**src/rtl/motor_ctrl_pkg.sv**
```systemverilog
// Shared types and helpers for the motor control blocks (regulator, PWM, frequency detector).
// Latency: none, declarations and pure functions only.
// Backpressure: not applicable.
package motor_ctrl_pkg;

    // Regulator FSM encoding, also exported on the state port.
    typedef enum logic [1:0] {
        ST_IDLE  = 2'd0,
        ST_RUN   = 2'd1,
        ST_BRAKE = 2'd2
    } state_e;

    // Largest unsigned duty word representable in a given width.
    function automatic int duty_max_of(input int width);
        return (1 << width) - 1;
    endfunction

    localparam int DUTY_WIDTH_DEFAULT = 15;
    localparam int DUTY_MAX_DEFAULT   = duty_max_of(DUTY_WIDTH_DEFAULT);

    // Saturate a signed value into [lo, hi].
    function automatic logic signed [31:0] sat_clamp(
        input logic signed [31:0] val,
        input logic signed [31:0] lo,
        input logic signed [31:0] hi
    );
        if (val < lo) begin
            return lo;
        end else if (val > hi) begin
            return hi;
        end
        return val;
    endfunction

endpackage

```
**src/rtl/update_tick_gen.sv**
```systemverilog
// Free-running divider producing a single-cycle tick every CLK_FREQ_HZ/UPDATE_HZ clocks.
// Latency: tick is high during the cycle the count equals TICK_DIV-1; first tick TICK_DIV cycles after reset.
// Backpressure: none, the tick cannot be stalled.
module update_tick_gen #(
    parameter int CLK_FREQ_HZ = 100_000_000,
    parameter int UPDATE_HZ   = 100
) (
    input  logic clk,
    input  logic reset,
    output logic tick_o
);

    localparam int TICK_DIV = CLK_FREQ_HZ / UPDATE_HZ;
    localparam int CW       = (TICK_DIV > 1) ? $clog2(TICK_DIV) : 1;
    localparam logic [CW-1:0] LAST = CW'(TICK_DIV - 1);

    logic [CW-1:0] cnt_q;
    logic [CW-1:0] cnt_d;

    // Next count: wrap to zero after the terminal value.
    always_comb begin
        cnt_d = (cnt_q == LAST) ? '0 : cnt_q + CW'(1);
    end

    // Divider register; reset restarts the tick phase.
    always_ff @(posedge clk) begin
        if (reset) begin
            cnt_q <= '0;
        end else begin
            cnt_q <= cnt_d;
        end
    end

    assign tick_o = (cnt_q == LAST);

endmodule

```
**src/rtl/motor_speed_regulator.sv**
```systemverilog
// PI speed regulator with brake-and-reverse sequencing ahead of the DC motor controller.
// Latency: outputs register one cycle after an update tick; enable low forces IDLE on the next edge.
// Backpressure: none, inputs are sampled level-wise on each tick.
module motor_speed_regulator
    import motor_ctrl_pkg::*;
#(
    parameter int FREQ_WIDTH   = 8,
    parameter int DUTY_WIDTH   = 15,
    parameter int CLK_FREQ_HZ  = 100_000_000,
    parameter int UPDATE_HZ    = 100,
    parameter int KP_SHIFT     = 4,
    parameter int KI_SHIFT     = 2,
    parameter int STOP_TICKS   = 3,
    parameter int AT_SPEED_TOL = 2
) (
    input  logic                  clk,
    input  logic                  reset,
    input  logic                  enable,
    input  logic [FREQ_WIDTH-1:0] target_freq,
    input  logic                  target_dir,
    input  logic [FREQ_WIDTH-1:0] meas_freq,
    output logic [DUTY_WIDTH-1:0] duty,
    output logic                  dir_out,
    output logic [1:0]            state,
    output logic                  at_speed
);

    localparam int DUTY_MAX = duty_max_of(DUTY_WIDTH);
    localparam int IW       = DUTY_WIDTH + 2;
    localparam int SCW      = $clog2(STOP_TICKS + 1);
    localparam logic [SCW-1:0] STOP_LAST = SCW'(STOP_TICKS - 1);

    logic tick;

    update_tick_gen #(
        .CLK_FREQ_HZ (CLK_FREQ_HZ),
        .UPDATE_HZ   (UPDATE_HZ)
    ) u_tick (
        .clk    (clk),
        .reset  (reset),
        .tick_o (tick)
    );

    state_e                 state_q, state_d;
    logic [DUTY_WIDTH-1:0]  duty_q, duty_d;
    logic signed [IW-1:0]   integ_q, integ_d;
    logic                   dir_q, dir_d;
    logic                   at_speed_q, at_speed_d;
    logic [SCW-1:0]         stop_cnt_q, stop_cnt_d;

    // PI arithmetic runs at 32 bits so nothing wraps before the clamp.
    logic signed [FREQ_WIDTH:0] err;
    logic signed [31:0]         err_w, err_abs, integ_w;
    logic signed [31:0]         integ_new, duty_new;
    logic                       in_tol;
    logic                       unused_hi_bits;

    // Error, integrator and duty candidates for the current tick.
    always_comb begin
        err       = $signed({1'b0, target_freq}) - $signed({1'b0, meas_freq});
        err_w     = {{(32-FREQ_WIDTH-1){err[FREQ_WIDTH]}}, err};
        err_abs   = (err_w < 0) ? -err_w : err_w;
        in_tol    = (err_abs <= AT_SPEED_TOL);
        integ_w   = {{(32-IW){integ_q[IW-1]}}, integ_q};
        integ_new = sat_clamp(integ_w + (err_w <<< KI_SHIFT), 0, DUTY_MAX);
        duty_new  = sat_clamp(integ_new + (err_w <<< KP_SHIFT), 0, DUTY_MAX);
    end

    assign unused_hi_bits = ^{integ_new[31:IW], duty_new[31:DUTY_WIDTH]};

    // FSM and loop state update; enable low overrides everything, including a coincident tick.
    always_comb begin
        state_d    = state_q;
        duty_d     = duty_q;
        integ_d    = integ_q;
        dir_d      = dir_q;
        at_speed_d = at_speed_q;
        stop_cnt_d = stop_cnt_q;
        if (!enable) begin
            state_d    = ST_IDLE;
            duty_d     = '0;
            integ_d    = '0;
            at_speed_d = 1'b0;
            stop_cnt_d = '0;
        end else if (tick) begin
            case (state_q)
                ST_IDLE: begin
                    duty_d     = '0;
                    integ_d    = '0;
                    stop_cnt_d = '0;
                    state_d    = (target_dir == dir_q) ? ST_RUN : ST_BRAKE;
                end
                ST_RUN: begin
                    if (target_dir != dir_q) begin
                        state_d    = ST_BRAKE;
                        duty_d     = '0;
                        integ_d    = '0;
                        stop_cnt_d = '0;
                    end else begin
                        integ_d = integ_new[IW-1:0];
                        duty_d  = duty_new[DUTY_WIDTH-1:0];
                    end
                end
                ST_BRAKE: begin
                    duty_d  = '0;
                    integ_d = '0;
                    if (target_dir == dir_q) begin
                        // Reversal withdrawn: resume without touching dir_out.
                        state_d    = ST_RUN;
                        stop_cnt_d = '0;
                    end else if (meas_freq == '0) begin
                        if (stop_cnt_q == STOP_LAST) begin
                            // Shaft confirmed stopped: safe to flip direction.
                            dir_d      = target_dir;
                            stop_cnt_d = '0;
                            state_d    = ST_RUN;
                        end else begin
                            stop_cnt_d = stop_cnt_q + SCW'(1);
                        end
                    end else begin
                        stop_cnt_d = '0;
                    end
                end
                default: begin
                    state_d    = ST_IDLE;
                    duty_d     = '0;
                    integ_d    = '0;
                    stop_cnt_d = '0;
                end
            endcase
            at_speed_d = (state_d == ST_RUN) && in_tol;
        end
    end

    // State registers with synchronous reset.
    always_ff @(posedge clk) begin
        if (reset) begin
            state_q    <= ST_IDLE;
            duty_q     <= '0;
            integ_q    <= '0;
            dir_q      <= 1'b0;
            at_speed_q <= 1'b0;
            stop_cnt_q <= '0;
        end else begin
            state_q    <= state_d;
            duty_q     <= duty_d;
            integ_q    <= integ_d;
            dir_q      <= dir_d;
            at_speed_q <= at_speed_d;
            stop_cnt_q <= stop_cnt_d;
        end
    end

    assign duty     = duty_q;
    assign dir_out  = dir_q;
    assign state    = state_q;
    assign at_speed = at_speed_q;

endmodule

```
**config.mk**
```make
export PLATFORM = sky130hd
export DESIGN_NAME = motor_speed_regulator
export DESIGN_NICKNAME = d
export VERILOG_FILES = /design/src/rtl/motor_ctrl_pkg.sv /design/src/rtl/update_tick_gen.sv /design/src/rtl/motor_speed_regulator.sv
export SDC_FILE = /design/constraint.sdc
export NUM_CORES = 1
export LEC_CHECK = 0
export ABC_AREA = 1
export BUFFER_PORTS_ARGS = -buffer_cell sky130_fd_sc_hd__buf_4
export CORE_ASPECT_RATIO = 1.5
export CORE_UTILIZATION = 40
export CTS_CLUSTER_SIZE = 10
export DETAILED_ROUTE_END_ITERATION = 7
export GPL_ROUTABILITY_DRIVEN = 1
export PLACE_DENSITY = 0.59
export REMOVE_ABC_BUFFERS = 1
export SYNTH_ARGS = -nofsm -noshare
export SYNTH_HDL_FRONTEND = slang
export SYNTH_SLANG_ARGS = --single-unit
```
**constraint.sdc**
```tcl
create_clock -name clk -period 8.9 [get_ports clk]
set_clock_uncertainty 0.2 [all_clocks]
set_input_delay 0.89 -clock clk [delete_from_list [all_inputs] [get_ports clk]]
set_output_delay 0.89 -clock clk [all_outputs]
set_load 0.005 [all_outputs]
```
==> results by group <==
Yosys
  – Seq cells post-synth: 58
  – Post-synthesis cell count: 782
  – Synth cell types: 39
  – Post-synthesis xor/xnor area fraction: 4.65%
  – Largest family of logic cells by synthesized area: simple AND/OR/NAND/NOR gates
  – Compound-Gate Fraction of Synth Area: 11.3%
  – Simple-gate area share of the yosys netlist: 38.0%
  – Ys async rst share: 0%
  – Syn avg cell area: roughly 6.3 µm²
  – Leading register cell type out of synthesis: dfxtp_1
  – Synth Area in Adders: about an eighth
  – Mux share of post-synthesis cell area: 0%
  – Synthesized area: 4890 µm²
  – Yosys warnings: 0
  – Sequential area share after synthesis: 23.7%
  – Post-synth EDFFs: 0

Critical path
  – Crit path largest cell delay: 0.69 ns
  – Worst reg2reg path depth: 24
  – Crit path top cell by count: nand2_1
  – Reg2Reg Setup Slack: 3.75 ns
  – CP max FO: 25
  – Type of origin of the critical path: primary input
  – CP max stage cell: inv_1
  – WS Path Type: in -> reg
  – Critical path arrival: 7.27 ns
  – Crit path capture type: register
  – Required @ worst endpoint: 8.90 ns

GRT
  – GRT Overall Usage: 21.2%
  – Largest net degree at the start of global routing: 37
  – Global route overflow: 0
  – Initial antenna violation count: 0
  – Vias in the first global route: 4718
  – First-pass GRT wire length: 21200 µm

STA
  – RSZ-0062 raised after global routing: false
  – Hold Fails Final Rpt: 0
  – Final Max Tran Viols: 0
  – Setup violators final: 0
  – Relative max-transition margin: 34.6%
  – Final min period: 7.27 ns
  – Slew @ Worst Pin: 0.975 ns
  – Post-route setup TNS: 0 ns
  – Period utilisation layout: 81.7%
  – Max Clk Rate: 138 MHz

Routing
  – Post-route ant nets: 0
  – Final Routed Wirelength: 12800 µm
  – Via Count: 4870
  – DRT Pass-1 Iters: 4
  – DR iter-0 viols: 195
  – Wirelength per Cell: approximately 13 µm
  – Via density: 4.98
  – Post-route DRC: 0

Run
  – Max Cap Viol: 0

Layout
  – Synthesis-to-finish area growth: 14.8%
  – Post-Layout Cell Count: 978
  – Antenna cell count: 0
  – Layout cells sized above 1: 10.3%
  – Layout fillers: 1258
  – Nets: approximately 900

Clock tree
  – CTS tree: done
  – CTS root buffer: clkbuf_16
  – Reg clk slew, reported paths: around 0.050 ns
  – H-tree depth: 3
  – Cts bufs inserted: 9
  – Hold-fix buffers at CTS: 0
  – Sink Count: 58
  – # resized after CTS: 0
  – Clock Latency Late Sink: 0.33 ns
  – Post-CTS Setup Bufs: 0
  – Clk buf depth: 2

Power
  – Cell Pwr Density: 164 nW/µm²
  – Static Leak: 0.00267 µW
  – Worst vdd ir: 0.0994 mV

Placement
  – DPL Wire Length: 10300 µm
  – Placed insts: a little under 1000
  – IO buf count: 38
  – GP Congestion: 0.934

Die
  – Core area: 12000 µm²
  – Row count: about 50
  – Total I/O pin count: 39
  – Initial Util: about two fifths
  – Die ar.: 12700 µm²
  – Die H: 137 µm
  – Die W: roughly 92 µm

Run status
  – Status: finished clean

Hold path
  – Worst Hold Class: reg -> reg
  – Hold Path Cell Cnt: 1
## through the flow
| step | worst slack [ns] | utilization [%] | power, µW | hold slack, ns | instance area (µm²) |
|---|---|---|---|---|---|
| final | 1.63 | 47.0 | 922 | 0.241 | 5620 |
| after CTS | 1.62 | 47.0 | 928 | 0.243 | 5620 |
| after global placement | 1.50 | 44.4 | 557 | 0.233 | 5310 |
| after floorplan | 2.66 | - | 483 | 0.213 | 4820 |
| after global routing | 0.944 | 47.0 | 983 | 0.258 | 5620 |
| after detailed placement | 1.28 | 44.4 | 558 | 0.232 | 5310 |
## cells in the mapped netlist, types with 11 or more instances
cell type	count	area share (%)
dfxtp_1	58	24
inv_1	106	8.1
xnor2_1	15	2.7
nand3_1	58	5.9
xor2_1	11	2.0
nand4_1	18	2.3
nand2_1	245	19
nand2_2	11	1.4
a21oi_1	67	6.9
nor2_1	63	4.8
ha_1	42	11
## critical path, delay by kind of cell
family	cells	cell delay, ns
and+or+nand+nor	15	2.41
adders and majority gates	5	1.61
buffers and inverters	7	1.50
AOI/OAI and AO/OA	5	0.84
## cell usage in the layout, fill, tap and decap left out, drive strengths merged
cell	n
dfxtp	58
nor2	65
nand2	257
and2	1
xor2	11
o21ai	8
clkinv	6
nand4	18
or2	2
nor4	3
and3	2
a21oi	77
nand3b	5
a211oi	2
o21a	2
conb	4
inv	109
nand3	58
nor3	12
xnor2	15
o21bai	5
bufinv	2
or3	1
a31oi	4
fa	3
clkbuf	11
ha	42
nor3b	3
buf	39
## report_power, final
group / internal [µW] / switching, µW / total, µW
clock: 245 / 125 / 370
sequential: 261 / 0.643 / 262
combinational: 99.7 / 192 / 291
total: 605 / 317 / 922
## worst paths after layout
check	to	from
worst max-delay path	duty[7]	target_freq[0]
worst min-delay path	u_tick.cnt_q[0]	u_tick.cnt_q[0]
worst max register to register	duty[7]	integ_q[4]
worst min register to register	u_tick.cnt_q[0]	u_tick.cnt_q[0]
## registers in the layout (all words and copies together) (netlist names)
register and count:
u_tick.cnt_q 20, integ_q 17, duty 15, state 2, stop_cnt_q 2, at_speed 1, dir_out 1
## area by class of cell
| type | instances | area [µm²] | area share, % |
|---|---|---|---|
| Clock inverter | 5 | 78.8 | 1.40 |
| Clock buffer | 11 | 233 | 4.14 |
| Sequential cell | 58 | 1160 | 20.7 |
| Inverter | 112 | 422 | 7.50 |
| Tap cell | 153 | 191 | 3.41 |
| Timing Repair Buffer | 39 | 293 | 5.21 |
| Multi-Input combinational cell | 600 | 3240 | 57.7 |
## metal layers
layer | up-vias | routed length (µm) | track usage (%) | share of wire (%)
met5 | - | 0 | 0 | 0
met4 | 0 | 450 | 9.98 | 3.5
met3 | 35 | 454 | 3.75 | 3.6
met2 | 92 | 6930 | 40.5 | 54
met1 | 2165 | 4950 | 22.1 | 39
li1 | 2578 | - | - | -
## kinds of logic after synthesis
logic type                 count (synthesis)
and+or+nand+nor                          427
DFF                                       58
buffers and inverters                    126
xor gates and xnor gates                  26
AOI/OAI and AO/OA                         98
adders and majority gates                 45
other                                      2
Power figures use the tool's default switching activity.
